--- config.mk ---
export PLATFORM = sky130hd
export DESIGN_NAME = instr_fetch_unit
export DESIGN_NICKNAME = d
export VERILOG_FILES = /design/src/rtl/instr_fetch_unit.sv
export SDC_FILE = /design/constraint.sdc
export NUM_CORES = 1
export LEC_CHECK = 0
export BUFFER_PORTS_ARGS = -buffer_cell sky130_fd_sc_hd__buf_2
export CAP_MARGIN = 30
export CORE_MARGIN = 1.5
export CORE_UTILIZATION = 41
export DETAILED_ROUTE_END_ITERATION = 8
export SLEW_MARGIN = 10
export SYNTH_ARGS = -nofsm -noshare
export SYNTH_HDL_FRONTEND = slang
export SYNTH_SLANG_ARGS = --single-unit
--- constraint.sdc ---
create_clock -name clk -period 2.9 [get_ports clk]
set_input_delay 0.58 -clock clk [delete_from_list [all_inputs] [get_ports clk]]
set_output_delay 0.58 -clock clk [all_outputs]
set_load 0.1 [all_outputs]
--- src/rtl/instr_fetch_unit.sv ---
// Instruction fetch stage: owns the PC, issues in-order imem requests, buffers responses for decode.
// Optional decode-starvation counter enabled by defining IFU_STARVE_CNT_EN.
module instr_fetch_unit #(
  parameter logic [31:0] RESET_PC   = 32'h0000_0000,
  parameter int unsigned FIFO_DEPTH = 2
) (
  input  logic        clk,
  input  logic        rst_n,
  output logic        imem_req,
  output logic [31:0] imem_addr,
  input  logic        imem_gnt,
  input  logic        imem_rvalid,
  input  logic [31:0] imem_rdata,
  input  logic        redirect_valid,
  input  logic [31:0] redirect_pc,
  output logic        if_valid,
  input  logic        if_ready,
  output logic [31:0] if_instr,
  output logic [31:0] if_pc,
  output logic [3:0]  if_opcode,
  output logic [31:0] fetch_starve_cnt
);

  localparam int unsigned PTR_W = $clog2(FIFO_DEPTH);
  localparam int unsigned CNT_W = $clog2(FIFO_DEPTH + 1);
  localparam int unsigned SUM_W = CNT_W + 2;

  typedef struct packed {
    logic [31:0] pc;
    logic [31:0] instr;
  } fetch_entry_t;

  fetch_entry_t     fifo_q [FIFO_DEPTH];
  logic [31:0]      ipc_q  [FIFO_DEPTH];

  logic [31:0]      pc_q, pc_d;
  logic [PTR_W-1:0] rd_ptr_q, rd_ptr_d, wr_ptr_q, wr_ptr_d;
  logic [PTR_W-1:0] ipc_rd_q, ipc_rd_d, ipc_wr_q, ipc_wr_d;
  logic [CNT_W-1:0] count_q, count_d;
  logic [CNT_W-1:0] outstanding_q, outstanding_d;
  logic [CNT_W-1:0] discard_q, discard_d;

  logic             grant;
  logic             pop;
  logic             rsp_live;
  logic             push;
  logic [SUM_W-1:0] budget_used;
  fetch_entry_t     head;

  // Slots already claimed by buffered, live and to-be-dropped words.
  assign budget_used = SUM_W'(count_q) + SUM_W'(outstanding_q) + SUM_W'(discard_q);

  assign imem_req  = rst_n && !redirect_valid && (budget_used < SUM_W'(FIFO_DEPTH));
  assign imem_addr = pc_q;

  assign grant    = imem_req && imem_gnt;
  assign if_valid = (count_q != '0);
  assign pop      = if_valid && if_ready;
  assign rsp_live = imem_rvalid && (discard_q == '0);
  assign push     = rsp_live && !redirect_valid;

  assign head      = fifo_q[rd_ptr_q];
  assign if_instr  = head.instr;
  assign if_pc     = head.pc;
  assign if_opcode = head.instr[31:28];

  always_comb begin
    pc_d          = pc_q;
    rd_ptr_d      = rd_ptr_q;
    wr_ptr_d      = wr_ptr_q;
    ipc_rd_d      = ipc_rd_q;
    ipc_wr_d      = ipc_wr_q;
    count_d       = count_q;
    outstanding_d = outstanding_q;
    discard_d     = discard_q;

    if (redirect_valid) begin
      // Every live request becomes a response to drop; one may be landing right now.
      pc_d          = redirect_pc;
      rd_ptr_d      = '0;
      wr_ptr_d      = '0;
      ipc_rd_d      = '0;
      ipc_wr_d      = '0;
      count_d       = '0;
      outstanding_d = '0;
      discard_d     = discard_q + outstanding_q - CNT_W'(imem_rvalid);
    end else begin
      if (grant) begin
        pc_d     = pc_q + 32'd4;
        ipc_wr_d = ipc_wr_q + PTR_W'(1);
      end
      if (imem_rvalid) begin
        if (discard_q != '0) begin
          discard_d = discard_q - CNT_W'(1);
        end else begin
          ipc_rd_d = ipc_rd_q + PTR_W'(1);
        end
      end
      outstanding_d = outstanding_q + CNT_W'(grant) - CNT_W'(rsp_live);
      if (push) begin
        wr_ptr_d = wr_ptr_q + PTR_W'(1);
      end
      if (pop) begin
        rd_ptr_d = rd_ptr_q + PTR_W'(1);
      end
      count_d = count_q + CNT_W'(push) - CNT_W'(pop);
    end
  end

  always_ff @(posedge clk or negedge rst_n) begin
    if (!rst_n) begin
      pc_q          <= RESET_PC;
      rd_ptr_q      <= '0;
      wr_ptr_q      <= '0;
      ipc_rd_q      <= '0;
      ipc_wr_q      <= '0;
      count_q       <= '0;
      outstanding_q <= '0;
      discard_q     <= '0;
    end else begin
      pc_q          <= pc_d;
      rd_ptr_q      <= rd_ptr_d;
      wr_ptr_q      <= wr_ptr_d;
      ipc_rd_q      <= ipc_rd_d;
      ipc_wr_q      <= ipc_wr_d;
      count_q       <= count_d;
      outstanding_q <= outstanding_d;
      discard_q     <= discard_d;
    end
  end

  // Payload storage: word FIFO written on accepted response, issue-pc queue on grant.
  always_ff @(posedge clk or negedge rst_n) begin
    if (!rst_n) begin
      for (int i = 0; i < FIFO_DEPTH; i++) begin
        fifo_q[i] <= '0;
        ipc_q[i]  <= '0;
      end
    end else begin
      if (push) begin
        fifo_q[wr_ptr_q] <= '{pc: ipc_q[ipc_rd_q], instr: imem_rdata};
      end
      if (grant) begin
        ipc_q[ipc_wr_q] <= pc_q;
      end
    end
  end

`ifdef IFU_STARVE_CNT_EN
  logic [31:0] starve_q;

  // Saturating count of cycles decode was ready with nothing to take.
  always_ff @(posedge clk or negedge rst_n) begin
    if (!rst_n) begin
      starve_q <= '0;
    end else if (if_ready && !if_valid && (starve_q != 32'hFFFF_FFFF)) begin
      starve_q <= starve_q + 32'd1;
    end
  end

  assign fetch_starve_cnt = starve_q;
`else
  assign fetch_starve_cnt = '0;
`endif

endmodule
==> results.json <==
{
  "async_flop_share_pct": 100.0,
  "num_antenna_cells": 0,
  "rsz0062_at_grt": "true",
  "drt_pass1_iterations": 5,
  "critPathLaunchType": "register",
  "crit_required_ns": 2.32,
  "slew_violations": 0,
  "synth-xor-area-share_pct": 1.454,
  "ys.warnings.count": 0,
  "synth_edf_count": 0,
  "cts_buffer_depth": 3,
  "grt_pass1_wl_um": 39920,
  "cts.sinks": 234,
  "antenna_found_initial": 0,
  "rows": 59,
  "final_hold_viol_count": 0,
  "final_antenna_net_count": 0,
  "fin_crit_ns": 2.946,
  "crit_arrival_ns": 2.37,
  "wl_met2_um": 11070,
  "final_common_cell": "dfrtp_1",
  "wl_met1_um": 11710,
  "status": "finished with violations",
  "cp_max_fo": 2,
  "synth.mux.area_fraction_pct": 22.98,
  "drive_gt1_share_pct": 41.20,
  "syn_area_um2": 10840,
  "cts_tree": "done",
  "synthSimpleGateAreaFrac_pct": 8.355,
  "ys_seq_elements": 234,
  "htree_levels": 1,
  "synth_top_family_by_area": "multiplexers",
  "fin_crit_sh_pct": 101.6,
  "grt_overflow": 0,
  "ctsRootBufferMaster": "clkbuf_16",
  "start_util_pct": 41.72,
  "dominantRegCellSynth": "dfrtp_1",
  "syn_to_final_growth_pct": 20.50,
  "yosysUniqueCellTypes": 55,
  "finalSetupViolCount": 1,
  "violations": "setup timing",
  "grtUsageTotal_pct": 17.86,
  "netlist_instances": 905,
  "drc": 0,
  "vias": 7291,
  "worst_pin_slew_ns": 0.7649,
  "whs_ns": 0.1876,
  "io_buffers": 171,
  "clock_skew_ns": 0.01367,
  "nets": 1157,
  "clk_pin_slew_worst_paths_ns": 0.06,
  "wire_per_inst_um": 17.15,
  "dp.final_hpwl_um": 16590,
  "top_layer": "met4",
  "placed_cells": 1378,
  "cp-end-kind": "primary output",
  "setup_slack_ns": -0.04615,
  "die_area_um2": 27430,
  "hp-class": "in2async",
  "synth_compound_area_share_pct": 6.659,
  "synth.yosys.seq_area_share_pct": 54.01,
  "grt_pass1_vias": 7164,
  "most-common-layout-cells": "dfrtp_1 (232), mux2_2 (191), buf_2 (169)",
  "vias_per_cell": 5.091,
  "cts_buffers": 27,
  "drv_cap": 0,
  "crit_type": "reg2out",
  "synth.avg_cell_area_um2": 11.98,
  "wl_um": 24560,
  "core_area_um2": 25980,
  "fp.dieW_um": 165.6,
  "io_pins": 204,
  "grt_start_max_net_pins": 133,
  "synth_adder_area_share_pct": 1.339,
  "max_freq_ghz": 0.3394,
  "first_iter_violations": 465,
  "relSlewSlack_pct": 49.01,
  "die_h_um": 165.6,
  "stdcell_count": 1432,
  "routabilityCongestion": 0.7528,
  "clk_latency_ns": 0.53,
  "met3WireLength_um": 1433
}
synthesized netlist by cell type, types with 3 or more instances:
cell	count	area share, %
o211ai_1	8	0.55
xnor2_1	12	0.97
nand2b_1	3	0.17
clkbuf_1	38	1.3
xor2_1	6	0.48
dfrtp_1	234	54
buf_2	5	0.23
or3_1	3	0.17
nor2b_1	5	0.29
mux2i_1	34	3.1
o21ai_0	51	2.4
inv_1	14	0.48
ha_1	10	1.2
nand2_1	74	2.6
buf_1	3	0.10
a221o_1	6	0.55
and2_1	5	0.29
nand3_1	17	0.78
nor2_1	47	1.6
and3_1	5	0.29
buf_4	40	2.8
nand4_1	10	0.58
a21o_1	4	0.28
nor3_1	5	0.23
mux2_2	191	20
o311ai_0	5	0.40
a31oi_1	4	0.23
a21oi_1	35	1.6
stage by stage:
stage,worst slack [ns],TNS (ns),cell area [µm²],util [%]
after floorplan,0.04652,0,10960,-
after global placement,0.1565,0,12080,46.49
after detailed placement,0.1160,0,12080,46.49
after CTS,-0.1168,-0.1168,13050,50.20
after global routing,-0.1287,-0.1287,13060,50.27
final,-0.04615,-0.04615,13060,50.27
sequential cells by signal (all words and copies together), names as in the netlist:
| signal | flops |
|---|---|
| fifo_q | 128 |
| discard_q | 2 |
| ipc_wr_q | 1 |
| count_q | 2 |
| ipc_rd_q | 1 |
| outstanding_q | 2 |
| rd_ptr_q | 1 |
| imem_addr | 32 |
| wr_ptr_q | 1 |
| ipc_q | 64 |
logic make-up after synthesis:
kind of cell               count (synthesis)
other                                      1
AOI/OAI and AO/OA                        122
adders and majority gates                 11
DFF                                      234
muxes                                    225
xor gates and xnor gates                  18
and+or+nand+nor                          191
buffers and inverters                    103
routing by layer:
metal / vias up / track usage [%]
li1: 3473 / -
met3: 28 / 3.417
met4: 0 / 3.721
met2: 197 / 27.68
met5: - / 0
met1: 3593 / 26.08
cell type report:
cell class / instances / area (µm²)
sequential: 234 / 5861
fill: 2354 / 12920
clock buffer: 38 / 767.0
clock inverter: 12 / 173.9
timing repair buffer: 199 / 1204
multi-input combinational: 599 / 4583
inverter: 15 / 56.30
tap: 335 / 419.2
critical path: stages (launching register included):
cell and delay, ns:
dfrtp_1 0.35, inv_2 0.05, fa_1 0.52, inv_1 0.04
ha_2 0.17, nor4bb_2 0.29, nor2b_4 0.23, buf_12 0.18
timing repair:
action                     CTS  global route
hold buffers                 0             0
resized for setup            2             2
buffers inserted             3             1
pin swaps                    1             1
setup endpoints to repair    1             2
path summary, 6_finish.rpt:
kind	from	end	slack, ns	depth (start not counted)
hold / removal	rst_n	rd_ptr_q	0.19	2
setup reg to reg	count_q[1]	outstanding_q[1]	0.15	13
setup / recovery	count_q[1]	imem_req	-0.05	7
max in group asynchronous	rst_n	fifo_q[112]	1.55	3
min in group clk	redirect_pc[9]	imem_addr[9]	0.28	3
hold reg to reg	fifo_q[61]	fifo_q[61]	0.48	2
Power is left out: the tool's default activity adds up to more than one toggle a clock period on the data nets, which glitch-free logic cannot reach.
